--- src/rtl/writeback_arbiter.sv ---
// Register-file writeback arbiter: load results always win, ALU results wait in a
// small FIFO when they lose. Also reports pending writes to the decode stage.
module writeback_arbiter #(
  parameter int DEPTH = 4
) (
  input  logic        clk,
  input  logic        reset,
  input  logic        iAluValid,
  input  logic [4:0]  iAluAddr,
  input  logic [31:0] iAluData,
  output logic        oAluReady,
  input  logic        iMemValid,
  input  logic [4:0]  iMemAddr,
  input  logic [31:0] iMemData,
  output logic [4:0]  oWAddr,
  output logic [31:0] oWData,
  output logic        oWe,
  input  logic [4:0]  iQAddr1,
  input  logic [4:0]  iQAddr2,
  output logic        oQHit1,
  output logic        oQHit2
);

  localparam int PW = (DEPTH > 1) ? $clog2(DEPTH) : 1;
  localparam int CW = $clog2(DEPTH + 1);

  logic [4:0]    addrMem [DEPTH];
  logic [31:0]   dataMem [DEPTH];
  logic [PW-1:0] wrPtr, rdPtr;
  logic [CW-1:0] count;

  logic          fifoEmpty, aluAccept, push, pop;
  logic          selValid;
  logic [4:0]    selAddr;
  logic [31:0]   selData;
  logic [DEPTH-1:0] entryValid;

  assign fifoEmpty = (count == '0);
  assign oAluReady = (count < CW'(DEPTH));
  assign aluAccept = iAluValid && oAluReady;
  assign pop       = !iMemValid && !fifoEmpty;
  // An accepted ALU result queues unless it can go straight to the port this cycle.
  assign push      = aluAccept && (iMemValid || !fifoEmpty);

  // NOTE: every signal assigned in always_comb gets a default first so no latch is inferred.
  always_comb begin
    selValid = 1'b0;
    selAddr  = '0;
    selData  = '0;
    if (iMemValid) begin
      selValid = 1'b1;
      selAddr  = iMemAddr;
      selData  = iMemData;
    end else if (!fifoEmpty) begin
      selValid = 1'b1;
      selAddr  = addrMem[rdPtr];
      selData  = dataMem[rdPtr];
    end else if (aluAccept) begin
      selValid = 1'b1;
      selAddr  = iAluAddr;
      selData  = iAluData;
    end
  end

  // NOTE: state uses non-blocking assignments so every flop samples pre-edge values.
  always_ff @(posedge clk or negedge reset) begin
    if (!reset) begin
      wrPtr  <= '0;
      rdPtr  <= '0;
      count  <= '0;
      oWe    <= 1'b0;
      oWAddr <= '0;
      oWData <= '0;
    end else begin
      if (push) wrPtr <= wrPtr + PW'(1);
      if (pop)  rdPtr <= rdPtr + PW'(1);
      if (push && !pop)      count <= count + CW'(1);
      else if (pop && !push) count <= count - CW'(1);
      oWe <= selValid && (selAddr != 5'd0);
      if (selValid) begin
        oWAddr <= selAddr;
        oWData <= selData;
      end
    end
  end

  // NOTE: storage is not reset; count alone defines which entries are live.
  always_ff @(posedge clk) begin
    if (push) begin
      addrMem[wrPtr] <= iAluAddr;
      dataMem[wrPtr] <= iAluData;
    end
  end

  // An entry is live when its distance from the read pointer is below count.
  always_comb begin
    logic [PW-1:0] offset;
    entryValid = '0;
    for (int i = 0; i < DEPTH; i++) begin
      offset        = PW'(i) - rdPtr;
      entryValid[i] = (CW'(offset) < count);
    end
  end

  always_comb begin
    oQHit1 = oWe && (oWAddr == iQAddr1);
    oQHit2 = oWe && (oWAddr == iQAddr2);
    for (int i = 0; i < DEPTH; i++) begin
      if (entryValid[i] && addrMem[i] == iQAddr1) oQHit1 = 1'b1;
      if (entryValid[i] && addrMem[i] == iQAddr2) oQHit2 = 1'b1;
    end
    if (iQAddr1 == 5'd0) oQHit1 = 1'b0;
    if (iQAddr2 == 5'd0) oQHit2 = 1'b0;
  end

endmodule

--- config.mk ---
export PLATFORM = sky130hd
export DESIGN_NAME = writeback_arbiter
export DESIGN_NICKNAME = d
export VERILOG_FILES = /design/src/rtl/writeback_arbiter.sv
export SDC_FILE = /design/constraint.sdc
export NUM_CORES = 1
export LEC_CHECK = 0
export ABC_AREA = 1
export BUFFER_PORTS_ARGS = -buffer_cell sky130_fd_sc_hd__buf_4
export CORE_MARGIN = 2
export CORE_UTILIZATION = 40
export CTS_BUF_LIST = sky130_fd_sc_hd__clkbuf_4
export DETAILED_ROUTE_END_ITERATION = 8
export GPL_ROUTABILITY_DRIVEN = 0
export SLEW_MARGIN = 25
export SYNTH_ARGS = -nofsm -noshare
export SYNTH_HDL_FRONTEND = slang
export SYNTH_SLANG_ARGS = --single-unit
--- constraint.sdc ---
create_clock -name clk -period 4.4 [get_ports clk]
set_input_delay 0.44 -clock clk [delete_from_list [all_inputs] [get_ports clk]]
set_output_delay 0.44 -clock clk [all_outputs]
set_load 0.05 [all_outputs]
==> run_results.csv <==
group,metric,value,unit
synthesis,yosysMostFrequentCell,"nand2_1",
synthesis,synth_common_cells,"193 x nand2_1, 148 x edfxtp_1, 69 x a22oi_1",
synthesis,synth_warnings,0,
final_layout,fin_nets,968,
power_and_ir_drop,internal_power,3.53,mW
global_route,grt-ovfl-total,0,
synthesis,synth-main-ff-cell,"edfxtp_1",
worst_setup_path,r2r-start,"count[0]",
cts,post_cts_buffers,0,
power_and_ir_drop,clkPwrFrac,18.3,%
synthesis,synth_seq_area_share,65.0,%
worst_setup_path,rr_worst_depth,7,
cts,tritoncts,"done",
synthesis,yosysTopAreaCellShare,51.9,%
die,dieArea,22600,um2
routing,drt_wl_total,21400,um
die,start_util,40.7,%
placed_design,numPortBuffers,128,
timing,skew,0.0251,ns
global_route,grt_usage,19.3,%
routing,ant_nets,0,
synthesis,syn_area,8570,um2
synthesis,yosysTopAreaCell,"edfxtp_1",
cts,ctsHoldBuffers,1,
final_layout,area.growth.synth_to_final,18.0,%
global_route,antenna_found_initial,2,
worst_setup_path,r2r_end,"dataMem[3][26]",
routing,drt-initial-drc-count,361,
worst_setup_path,endpoint,"oQHit2",
timing,hold_viol_final,0,
power_and_ir_drop,power_density,589,nW/um2
worst_setup_path,critPathKind,"reg -> out",
timing,finalSetupViolCount,0,
die,num_io_pins,129,
cts,cts.sinks,193,
cts,cts_buffers,17,
placed_design,dpl_cell_area,9750,um2
synthesis,post_synth.cell_area_avg,11.3,um2
worst_setup_path,path_max_fanout,8,
power_and_ir_drop,leakage,4.09,nW
die,coreArea,21000,um2
status,outcome,"completed",
power_and_ir_drop,p_sw_share,40.7,%
final_layout,final_area,10100,um2
timing,slew_headroom,32.5,%
placed_design,dpl.hpwl,13900,um
power_and_ir_drop,ir_drop,367,uV
flow_run,cap_violations,0,
cts,cts-resized-gates,0,
power_and_ir_drop,pwr-share-seq,42.1,%
worst_setup_path,crit_arrival,2.65,ns
global_route,grt_max_degree,46,
synthesis,synthArstFlopShare,23.3,%
synthesis,ys_ff_latch,193,
synthesis,synthesis.nets,854,
timing,rsz0062_at_grt,"no",
global_route,grt_pass1_vias,5832,
timing,timing.final.crit_share,70.3,%
die,rows,53,
power_and_ir_drop,switching_power,2.42,mW
synthesis,syn_inst,757,
die,die_h,150,um
cts,worstSkewPairLatency,0.57,ns
worst_setup_path,reg2reg_slack,1.87,ns
min_path,hold_path.class,"in -> reg",
routing,wl_per_cell,18.4,um
worst_setup_path,crit_path_start,"rdPtr[0]",
routing,vias,6069,
worst_setup_path,start_kind,"flip-flop",
routing,drc,0,
timing,period_needed,3.09,ns
routing,viasPerCell,5.23,
die,die_x,150,um
final_layout,drive_gt1_share,20.7,%
routing,first_pass_iters,5,
cts,cts_max_level,4,
synthesis,synth.distinct_cells,36,
cts,cts_root_buf,"clkbuf_4",
worst_setup_path,timing.critical_path.required,3.96,ns
timing,fmax,323,MHz
global_route,grt_pass1_wl,32800,um
timing,tightest_slew,1.01,ns
power_and_ir_drop,comb_power_share,39.6,%
cts,clockBufferDepth,2,
timing,drv_slew,0,
cts,clk_pin_slew,0.15,ns
timing,tns,0,ns
synthesis,synth_edf_count,148,
synthesis,synthTopCellsByArea,"edfxtp_1 52%, dfrtp_1 13%, nand2_1 8.5%",
worst_setup_path,crit_path_end_kind,"primary output",
-- area by class of cell --
class / count / area [um2]
clock inverter: 12 / 188
antenna: 2 / 5.00
clock buffer: 20 / 150
multi-input combinational: 471 / 2630
inverter: 52 / 198
tap: 275 / 344
sequential: 193 / 5570
timing repair buffer: 136 / 1020
fill: 1960 / 10900
-- state kept, by name (all words and copies together), names as in the netlist --
| signal | flops |
|---|---|
| oWAddr | 5 |
| oWe | 1 |
| addrMem | 20 |
| count | 3 |
| rdPtr | 2 |
| oWData | 32 |
| dataMem | 128 |
| wrPtr | 2 |
-- layer usage --
layer / global-route usage, % / share of wire [%] / vias to the layer above
met4: 5.33 / 0.98 / 0
met5: 0 / 0 / -
li1: - / - / 2910
met3: 2.67 / 4.4 / 15
met2: 31.6 / 49 / 163
met1: 27.0 / 46 / 2981
-- power groups by stage --
stage	Sequential, mW	Clock [mW]	Combinational, mW
final	2.51	1.09	2.36
after global routing	2.55	1.17	2.58
after CTS	2.51	1.11	2.38
after detailed placement	2.55	0	2.38
after global placement	2.55	0	2.36
after floorplan	2.99	0	1.17
-- logic make-up after synthesis --
group	count (synthesis)	share of synthesized area [%]
DFF	193	65.0
AOI/OAI and AO/OA	129	11.0
adders and majority gates	9	1.40
buffers and inverters	93	4.83
xor gates and xnor gates	32	3.27
and+or+nand+nor	301	14.4
-- per-stage QoR --
| stage | setup WS (ns) | power [mW] | hold slack (ns) | utilization [%] | instances |
|---|---|---|---|---|---|
| floorplan | 1.30 | 4.16 | 0.144 | - | 757 |
| global placement | 1.65 | 4.91 | 0.484 | 46.4 | 1126 |
| CTS | 1.23 | 6.00 | 0.0257 | 48.1 | 1159 |
| finish | 1.31 | 5.96 | 0.0726 | 48.1 | 1161 |
| global route | 1.02 | 6.30 | 0.0251 | 48.1 | 1161 |
| detailed placement | 1.60 | 4.92 | 0.483 | 46.4 | 1126 |
-- layout by cell type (no fill, tap or decap), types with 20 or more instances in the layout --
master / synthesis / routed
a22oi_1: 69 / 69
a32oi_1: 27 / 27
buf_4: 6 / 135
clkbuf_4: 0 / 20
dfrtp_1: 45 / 45
edfxtp_1: 148 / 148
inv_1: 46 / 46
nand2_1: 193 / 193
nand3_1: 42 / 42
nor2_1: 48 / 44
-- worst min-delay path by stage --
stage | from | end | slack (ns) | cells past startpoint
after floorplan | reset | count[0] | 0.14 | 0
after global placement | oWData[0] | oWData[0] | 0.48 | 2
after detailed placement | oWData[23] | oWData[23] | 0.48 | 2
after CTS | iAluData[20] | dataMem[0][20] | 0.03 | 1
after global routing | iAluData[7] | dataMem[2][7] | 0.03 | 1
final | iMemData[1] | oWData[1] | 0.07 | 3
-- worst max-delay path, cell delays in order, from the launching register on --
cell and delay [ns]:
dfrtp_1 0.51, inv_1 0.11, nand2_1 0.12, nand2_1 0.15, inv_1 0.06, ha_1 0.27
inv_1 0.05, nor2_1 0.03, a21oi_1 0.21, inv_1 0.06, nor2_1 0.10, nand2_1 0.06
nand2_1 0.05, nor2_1 0.04, nor2_1 0.07, buf_4 0.20
(Power assumes the default switching activity.)
